### config.mk
export PLATFORM = sky130hd
export DESIGN_NAME = fetch_stage
export DESIGN_NICKNAME = d
export VERILOG_FILES = /design/src/rtl/cpu_pkg.sv /design/src/rtl/ifid_reg.sv /design/src/rtl/fetch_stage.sv
export SDC_FILE = /design/constraint.sdc
export NUM_CORES = 1
export LEC_CHECK = 0
export ABC_AREA = 1
export CORE_ASPECT_RATIO = 0.6
export CORE_MARGIN = 5
export CORE_UTILIZATION = 60
export DETAILED_ROUTE_END_ITERATION = 6
export DONT_BUFFER_PORTS = 1
export PLACE_DENSITY_LB_ADDON = 0.08
export SYNTH_ARGS = -nofsm -noshare
export SYNTH_HDL_FRONTEND = slang
export SYNTH_SLANG_ARGS = --single-unit
### constraint.sdc
create_clock -name clk -period 2.1 [get_ports clk]
set_input_delay 0.315 -clock clk [delete_from_list [all_inputs] [get_ports clk]]
set_output_delay 0.315 -clock clk [all_outputs]
set_load 0.1 [all_outputs]
### src/rtl/cpu_pkg.sv
// Shared types and constants for the 16-bit pipelined CPU.
// Pipeline-register packets and fetch FSM states live here so that decode
// and later stages agree on the same layout.
package cpu_pkg;

  localparam logic [3:0]  OPC_HLT     = 4'hF;
  localparam logic [15:0] INST_BUBBLE = 16'h0000;

  typedef enum logic [1:0] {
    FETCH,
    HOLD,
    DRAIN,
    HALTED
  } fetch_state_t;

  typedef struct packed {
    logic        valid;
    logic [15:0] inst;
    logic [15:0] pc;
  } ifid_pkt_t;

  localparam ifid_pkt_t IFID_BUBBLE = '{valid: 1'b0, inst: INST_BUBBLE, pc: 16'h0000};

  // True when the instruction word carries the given halt opcode.
  function automatic logic is_halt(input logic [15:0] inst, input logic [3:0] opc);
    return inst[15:12] == opc;
  endfunction

endpackage

### src/rtl/ifid_reg.sv
// Generic pipeline register with hold (stall) and flush (bubble insert).
// Flush beats hold so a redirect always clears the stage even while stalled.
module ifid_reg
  import cpu_pkg::*;
#(
  parameter type  pkt_t  = ifid_pkt_t,
  parameter pkt_t BUBBLE = IFID_BUBBLE
) (
  input  logic clk,
  input  logic rst_n,
  input  logic hold_i,
  input  logic flush_i,
  input  pkt_t d_i,
  output pkt_t q_o
);

  pkt_t pkt_d;
  pkt_t pkt_q;

  // Choose between bubble, previous contents and new packet.
  always_comb begin
    pkt_d = pkt_q;
    if (flush_i) begin
      pkt_d = BUBBLE;
    end else if (!hold_i) begin
      pkt_d = d_i;
    end
  end

  // Register the stage contents; reset leaves a bubble behind.
  always_ff @(posedge clk) begin
    if (!rst_n) begin
      pkt_q <= BUBBLE;
    end else begin
      pkt_q <= pkt_d;
    end
  end

  assign q_o = pkt_q;

endmodule

### src/rtl/fetch_stage.sv
// Instruction fetch stage: owns the PC, talks to a variable-latency
// instruction memory, fills IF/ID, and handles stalls, redirects and HLT.
// A memory request is never abandoned: a redirect during an outstanding
// request parks in DRAIN at the old address until the response is swallowed.
module fetch_stage
  import cpu_pkg::*;
#(
  parameter logic [15:0] RESET_PC    = 16'h0000,
  parameter logic [3:0]  HALT_OPCODE = OPC_HLT,
  parameter logic [15:0] BUBBLE_INST = INST_BUBBLE
) (
  input  logic        clk,
  input  logic        rst_n,
  input  logic        stall_i,
  input  logic        redirect_i,
  input  logic [15:0] redirect_pc_i,
  output logic        imem_req_o,
  output logic [15:0] imem_addr_o,
  input  logic        imem_ready_i,
  input  logic [15:0] imem_rdata_i,
  output logic [15:0] pc,
  output logic        ifid_valid_o,
  output logic [15:0] ifid_inst_o,
  output logic [15:0] ifid_pc_o,
  output logic [15:0] ifid_pc_plus2_o,
  output logic        hlt_fetched_o
);

  localparam ifid_pkt_t BUBBLE_PKT = '{valid: 1'b0, inst: BUBBLE_INST, pc: 16'h0000};

  fetch_state_t state_q, state_d;
  logic [15:0]  pc_q, pc_d;
  logic [15:0]  skid_q, skid_d;
  logic [15:0]  drain_addr_q, drain_addr_d;
  logic         req_q, req_d;
  logic         hlt_q, hlt_d;

  logic         ifid_hold;
  logic         ifid_flush;
  ifid_pkt_t    ifid_d;
  ifid_pkt_t    ifid_q;

  logic         accept;
  logic [15:0]  pc_inc;
  logic [15:0]  fetch_addr;

  // While draining, the memory still sees the address of the abandoned fetch.
  assign fetch_addr = (state_q == DRAIN) ? drain_addr_q : pc_q;
  assign accept     = req_q & imem_ready_i;
  assign pc_inc     = pc_q + 16'd2;

  // Next-state, next-PC and IF/ID control; redirect outranks everything.
  always_comb begin
    state_d      = state_q;
    pc_d         = pc_q;
    skid_d       = skid_q;
    drain_addr_d = drain_addr_q;
    ifid_hold    = 1'b0;
    ifid_flush   = 1'b0;
    ifid_d       = '{valid: 1'b1, inst: imem_rdata_i, pc: pc_q};

    if (redirect_i) begin
      ifid_flush = 1'b1;
      pc_d       = {redirect_pc_i[15:1], 1'b0};
      if (req_q && !imem_ready_i) begin
        state_d      = DRAIN;
        drain_addr_d = fetch_addr;
      end else begin
        state_d = FETCH;
      end
    end else begin
      case (state_q)
        FETCH: begin
          if (accept) begin
            if (stall_i) begin
              skid_d    = imem_rdata_i;
              ifid_hold = 1'b1;
              state_d   = HOLD;
            end else if (is_halt(imem_rdata_i, HALT_OPCODE)) begin
              state_d = HALTED;
            end else begin
              pc_d = pc_inc;
            end
          end else if (stall_i) begin
            ifid_hold = 1'b1;
          end else begin
            ifid_flush = 1'b1;
          end
        end
        HOLD: begin
          if (stall_i) begin
            ifid_hold = 1'b1;
          end else begin
            ifid_d.inst = skid_q;
            if (is_halt(skid_q, HALT_OPCODE)) begin
              state_d = HALTED;
            end else begin
              pc_d    = pc_inc;
              state_d = FETCH;
            end
          end
        end
        DRAIN: begin
          ifid_flush = 1'b1;
          if (accept) begin
            state_d = FETCH;
          end
        end
        HALTED: begin
          if (stall_i) begin
            ifid_hold = 1'b1;
          end else begin
            ifid_flush = 1'b1;
          end
        end
        default: begin
          state_d = FETCH;
        end
      endcase
    end

    req_d = (state_d == FETCH) || (state_d == DRAIN);
    hlt_d = (state_d == HALTED);
  end

  // FSM state, PC, skid buffer and registered request/halt outputs.
  always_ff @(posedge clk) begin
    if (!rst_n) begin
      state_q      <= FETCH;
      pc_q         <= RESET_PC;
      skid_q       <= BUBBLE_INST;
      drain_addr_q <= RESET_PC;
      req_q        <= 1'b0;
      hlt_q        <= 1'b0;
    end else begin
      state_q      <= state_d;
      pc_q         <= pc_d;
      skid_q       <= skid_d;
      drain_addr_q <= drain_addr_d;
      req_q        <= req_d;
      hlt_q        <= hlt_d;
    end
  end

  ifid_reg #(
    .pkt_t (ifid_pkt_t),
    .BUBBLE(BUBBLE_PKT)
  ) u_ifid (
    .clk    (clk),
    .rst_n  (rst_n),
    .hold_i (ifid_hold),
    .flush_i(ifid_flush),
    .d_i    (ifid_d),
    .q_o    (ifid_q)
  );

  assign imem_req_o      = req_q;
  assign imem_addr_o     = fetch_addr;
  assign pc              = pc_q;
  assign hlt_fetched_o   = hlt_q;
  assign ifid_valid_o    = ifid_q.valid;
  assign ifid_inst_o     = ifid_q.inst;
  assign ifid_pc_o       = ifid_q.pc;
  assign ifid_pc_plus2_o = ifid_q.pc + 16'd2;

endmodule

==> results.yml, run 1 <==
timing:
  finalMaxSlewViolations: 0
  fin_worst_skew_ps: 5.125
  fin_crit_ps: 2303
  whs_ps: 86.34
  hold_viol_final: 0
  timing.final.ws_setup_ps: -202.7
  period_share_pct: 109.7
  tns_ps: -1095
  setup_violations: 7
  fmax_mhz: 434.3
  tightest_slew_ps: 682.5
  rsz0062_at_grt: "yes"
  relSlewSlack_pct: 54.39
logic_synthesis:
  syn-cell-area_um2: 4492
  yosysWarnings: 0
  ys_ff_latch: 83
  syn-mean-instance-area_um2: 6.765
  syn_inst: 664
  yosysSeqAreaShare_pct: 36.99
  synth.distinct_cells: 35
clocking:
  hold_buffers: 0
  cts.reportedPaths.clkPinSlew_ps: 60
  clock-sinks: 83
  cts_tree: "built"
  clockBufferDepth: 2
  cts_buffers: 9
  cts_root_buf: "clkbuf_16"
  clkLatencyLatePin_ps: 340
  h-tree-depth: 3
critical_path:
  crit_type: "flip-flop to output pin"
  max_stage_delay_ps: 360
  worst_path_most_repeated_cell: "nor2_4"
  worstPathMaxFanout: 3
  start_kind: "flip-flop"
  end_kind: "output pin"
  critPathTopFamily: "simple AND/OR/NAND/NOR gates"
  arrival_ps: 1990
  cp.required_ps: 1780
  r2r-start: "state_q[0]"
  crit_chain: "clkinvlp_4 -> buf_6 -> nor2_4 -> nand2_4 -> nor2_4 -> nand3_2 -> nor3_4 -> xor2_4 -> buf_12"
  startpoint: "u_ifid.q_o[4]"
  path_buf_inv: 3
  slowest_stage: "dfxtp_4"
grt:
  grt_pass1_wl_mm: 24.89
  grt_max_degree: 37
  grt_pass1_vias: 4731
  antenna_found_initial: 0
  grt_usage_pct: 33.63
  grt.overflow.total: 0
cells_and_area:
  area_growth_pct: 38.05
  drive_gt1_share_pct: 26.88
  num_antenna_cells: 0
  layout_common_cells: "nand2_1 (172), buf_4 (72), dfxtp_1 (69)"
  utilization_pct: 85.33
  final_common_cell: "nand2_1"
  finalNonFillerCells: 837
  nNetsFinal: 767
flow_run:
  maxCapViolations: 0
floorplanning:
  ioPinCount: 120
  dieArea_um2: 9373
  die_h_um: 77.02
  core_um2: 7267
  core.rowCount: 24
  die_w_um: 121.7
  start_util_pct: 61.81
route:
  totalWireLength_mm: 16.08
  dr_wl_met2_mm: 7.004
  wl_per_cell_um: 19.22
  dr.pass1.iters: 6
  drtIter0Drc: 702
  num_vias: 5054
  vias_per_cell: 6.038
  ant_nets: 0
  drc: 0
  wl_met1_mm: 6.501
  maxUsedRoutingLayer: "met4"
  wl_met3_mm: 2.105
placement:
  dp_hpwl_mm: 10.49
  post-place-cells: 811
  io_buffer_count: 0
  gp_congestion: 0.9135
min_path:
  hold_path.class: "input pin to flip-flop"
  worstHoldStart: "rst_n"
outcome:
  failed_checks: "negative setup slack"
  outcome: "complete, but fails checks"
pwr:
  cellPowerDensity_nw_per_um2: 741.3
  p_leak_nw: 2.652
  ir_drop_v: 0.0006534
## worst paths after layout
| check | to | slack, ps | cells after the start |
|---|---|---|---|
| max | ifid_pc_plus2_o[13] | -200 | 9 |
| min | pc[7] | 90 | 2 |
| max reg2reg | u_ifid.q_o[31] | 190 | 5 |
| min reg2reg | skid_q[1] | 450 | 2 |
## kinds of logic after synthesis
group / share of synthesized area [%]
flip-flops: 36.99
AND/OR/NAND/NOR: 29.16
other: 0.08349
buffers and inverters: 12.23
adder cells (fa/ha/maj): 0.5570
XOR/XNOR: 2.535
AO/OA/AOI/OAI: 18.44
## registers in the layout (all words and copies together), names as in the netlist
register and flops:
drain_addr_q 16, hlt_fetched_o 1, imem_req_o 1, pc 15
skid_q 16, state_q 2, u_ifid.q_o 32
## final cells by class
| class | count | area (µm²) |
|---|---|---|
| Sequential cell | 83 | 1702 |
| Clock buffer | 10 | 239.0 |
| Timing Repair Buffer | 105 | 1157 |
| Tap cell | 104 | 130.1 |
| Clock inverter | 6 | 65.06 |
| Inverter | 56 | 219.0 |
| Multi-Input combinational cell | 473 | 2689 |
| Fill cell | 429 | 1066 |
## routing by layer
metal | GRT usage, % | up-vias
met5 | 0 | -
met4 | 11.07 | 0
met1 | 44.70 | 2309
li1 | - | 2294
met3 | 11.76 | 62
met2 | 51.02 | 389
## report_power, final
| part | total (mW) | switching, mW | internal, mW |
|---|---|---|---|
| Combinational | 1.26 | 0.953 | 0.311 |
| Sequential | 1.71 | 0.0650 | 1.64 |
| Clock | 1.63 | 0.673 | 0.954 |
## cells in the mapped netlist
library cell  instances  area share, %
buf_2                 8           0.89
nor2_2                1           0.14
xor2_1               11            2.1
conb_1                1          0.083
nand3_4               1           0.39
nor2_1               59            4.9
nand2_2               2           0.28
a211oi_1             13            2.2
inv_2                 5           0.42
nor3_2                3           0.67
o21ai_0              53            5.9
nor3_1                7           0.78
a21oi_1              60            6.7
xnor2_1               2           0.39
nor4_1                1           0.14
o211ai_2              1           0.28
buf_6                 3           0.75
ha_1                  2           0.56
a311oi_1             14            2.7
nor2_4                1           0.25
dfxtp_1              83             37
clkbuf_1             16            1.3
nand2_1             179             15
inv_4                 1           0.14
inv_1                49            4.1
nand3_1              47            5.2
a211oi_2              1           0.28
or2_2                 1           0.14
nand2_4               1           0.25
buf_4                27            4.5
nand3b_1              1           0.17
o21ai_1               2           0.22
o211ai_1              1           0.17
nand4_1               6           0.84
clkinv_1              1          0.083
## through the flow
step | worst slack (ps) | power (mW) | area [µm²]
finish | -202.7 | 4.597 | 6201
global route | -255.1 | 4.730 | 6201
CTS | -163.1 | 4.559 | 6135
detailed placement | 42.94 | 2.964 | 5704
global placement | 108.8 | 2.936 | 5704
floorplan | -412.7 | 2.703 | 4826
## timing repair
| item | 4_1_cts | 5_1_grt |
|---|---|---|
| pin swaps | 12 | 5 |
| resized for setup | 18 | 10 |
| setup endpoints to repair | 20 | 30 |
| buffers inserted | 8 | 6 |
Note: power is estimated with default switching activity, not from simulation.
==> inputs of run 2 (changes only) <==
- CAP_MARGIN: unset -> 20
- CELL_PAD_IN_SITES_DETAIL_PLACEMENT: unset -> 2
- CELL_PAD_IN_SITES_GLOBAL_PLACEMENT: unset -> 2
- CORE_UTILIZATION: 60 -> 34
==> results.yml, run 2 (synthesized netlist as in run 1, its figures left out) <==
clocking:
  clockBufferDepth: 2
  cts_root_buf: "clkbuf_16"
  cts_buffers: 9
  clkLatencyLatePin_ps: 350
  hold_buffers: 0
  cts_tree: "built"
  clock-sinks: 83
  h-tree-depth: 3
  cts.reportedPaths.clkPinSlew_ps: 70
critical_path:
  cp.required_ps: 1780
  r2r_cells: 8
  end_kind: "output pin"
  arrival_ps: 2050
  crit_chain: "ha_4 -> nand2_4 -> nor2_4 -> nand2_4 -> nor4_4 -> nand2_2 -> xnor2_4 -> buf_12"
  worstReg2RegEnd: "pc[9]"
  start_kind: "flip-flop"
  r2r-start: "pc[6]"
  r2r_slack_ps: 170
  crit_type: "flip-flop to output pin"
  slowest_stage: "dfxtp_4"
  worstPathMaxFanout: 3
  worst_path_most_repeated_cell: "nand2_4"
  max_stage_delay_ps: 380
pwr:
  cellPowerDensity_nw_per_um2: 751.2
  finalPower_mw: 4.697
  p_leak_nw: 2.634
  ir_drop_v: 0.0003924
outcome:
  outcome: "complete, but fails checks"
  failed_checks: "negative setup slack"
timing:
  hold_viol_final: 0
  tightest_slew_ps: 672.6
  relSlewSlack_pct: 55.05
  fin_worst_skew_ps: 10.15
  rsz0062_at_grt: "yes"
  fmax_mhz: 422.7
  period_share_pct: 112.6
  setup_violations: 10
  fin_crit_ps: 2365
  timing.final.ws_setup_ps: -265.5
  tns_ps: -1391
  finalMaxSlewViolations: 0
grt:
  antenna_found_initial: 0
  grt_pass1_wl_mm: 30.79
  grt_usage_pct: 25.27
  grt_max_degree: 45
  grt_pass1_vias: 5310
  grt.overflow.total: 0
min_path:
  hold_depth: 2
  hold_path.class: "input pin to flip-flop"
  hold_end: "drain_addr_q[10]"
  worstHoldStart: "rst_n"
cells_and_area:
  area_growth_pct: 39.19
  num_antenna_cells: 0
  final_common_cell: "nand2_1"
  layout_common_cells: "nand2_1 (172), buf_4 (74), dfxtp_1 (68)"
  nNetsFinal: 766
  largest_reg_flops: 32
  drive_gt1_share_pct: 26.37
  utilization_pct: 48.50
flow_run:
  maxCapViolations: 0
placement:
  io_buffer_count: 0
  gp_congestion: 0.8253
  dp_hpwl_mm: 14.00
route:
  drc: 0
  wl_per_cell_um: 22.10
  ant_nets: 0
  dr.pass1.iters: 5
  num_vias: 4849
  drtIter0Drc: 305
  vias_per_cell: 5.376
  totalWireLength_mm: 19.93
floorplanning:
  start_util_pct: 34.84
  core.rowCount: 32
  die_h_um: 99.03
  dieArea_um2: 15680
  core_um2: 12890
  ioPinCount: 120
  die_w_um: 158.4
## run 2: layer usage
layer / vias to the layer above / global-route usage, % / part of all wire [%]
li1: 2293 / - / -
met1: 2373 / 35.52 / 47
met2: 158 / 37.95 / 44
met3: 25 / 7.372 / 7.1
met4: 0 / 6.488 / 1.8
met5: - / 0 / 0
## run 2: how the worst max path moves through the flow
stage,start,end,slack (ps),depth (start not counted)
final,u_ifid.q_o[2],ifid_pc_plus2_o[15],-270,8
after detailed placement,u_ifid.q_o[2],ifid_pc_plus2_o[13],4,9
after global placement,u_ifid.q_o[2],ifid_pc_plus2_o[13],90,9
after CTS,u_ifid.q_o[1],ifid_pc_plus2_o[13],-150,9
after floorplan,u_ifid.q_o[1],ifid_pc_plus2_o[15],-410,7
after global routing,u_ifid.q_o[2],ifid_pc_plus2_o[15],-300,8
## run 2: cell type report
| type | instances | area [µm²] |
|---|---|---|
| Timing Repair Buffer | 104 | 1147 |
| Sequential cell | 83 | 1703 |
| Inverter | 56 | 212.7 |
| Multi-Input combinational cell | 473 | 2671 |
| Clock inverter | 3 | 43.79 |
| Fill cell | 1436 | 6640 |
| Tap cell | 170 | 212.7 |
| Clock buffer | 13 | 261.5 |
## run 2: timing repair
item,in CTS,in global routing
buffers inserted,7,2
endpoints found under the hold margin,0,0
pin swaps,9,1
gates resized for setup,9,10
setup endpoints to repair,9,28
## run 2: worst max-delay path: cells and delay by family, from the launching register on
family,cells,cell delay (ps)
buffers and inverters,1,200
DFF,1,380
adders and majority gates,1,170
xor gates and xnor gates,1,230
and+or+nand+nor,5,720
## run 2: power breakdown
group,leakage (nW),switching [mW],internal (mW)
clock network,0.149,0.695,1.00
registers,0.686,0.0675,1.64
logic,1.80,0.977,0.315
## run 2: per-stage QoR
| step | worst slack (ps) | area [µm²] | instances | hold WS, ps |
|---|---|---|---|---|
| after floorplan | -412.7 | 4826 | 666 | 423.8 |
| after global placement | 90.54 | 5807 | 878 | 433.7 |
| after detailed placement | 4.035 | 5807 | 878 | 450.7 |
| after CTS | -147.5 | 6200 | 901 | 98.76 |
| after global routing | -303.2 | 6252 | 902 | 118.8 |
| final | -265.5 | 6252 | 902 | 101.9 |
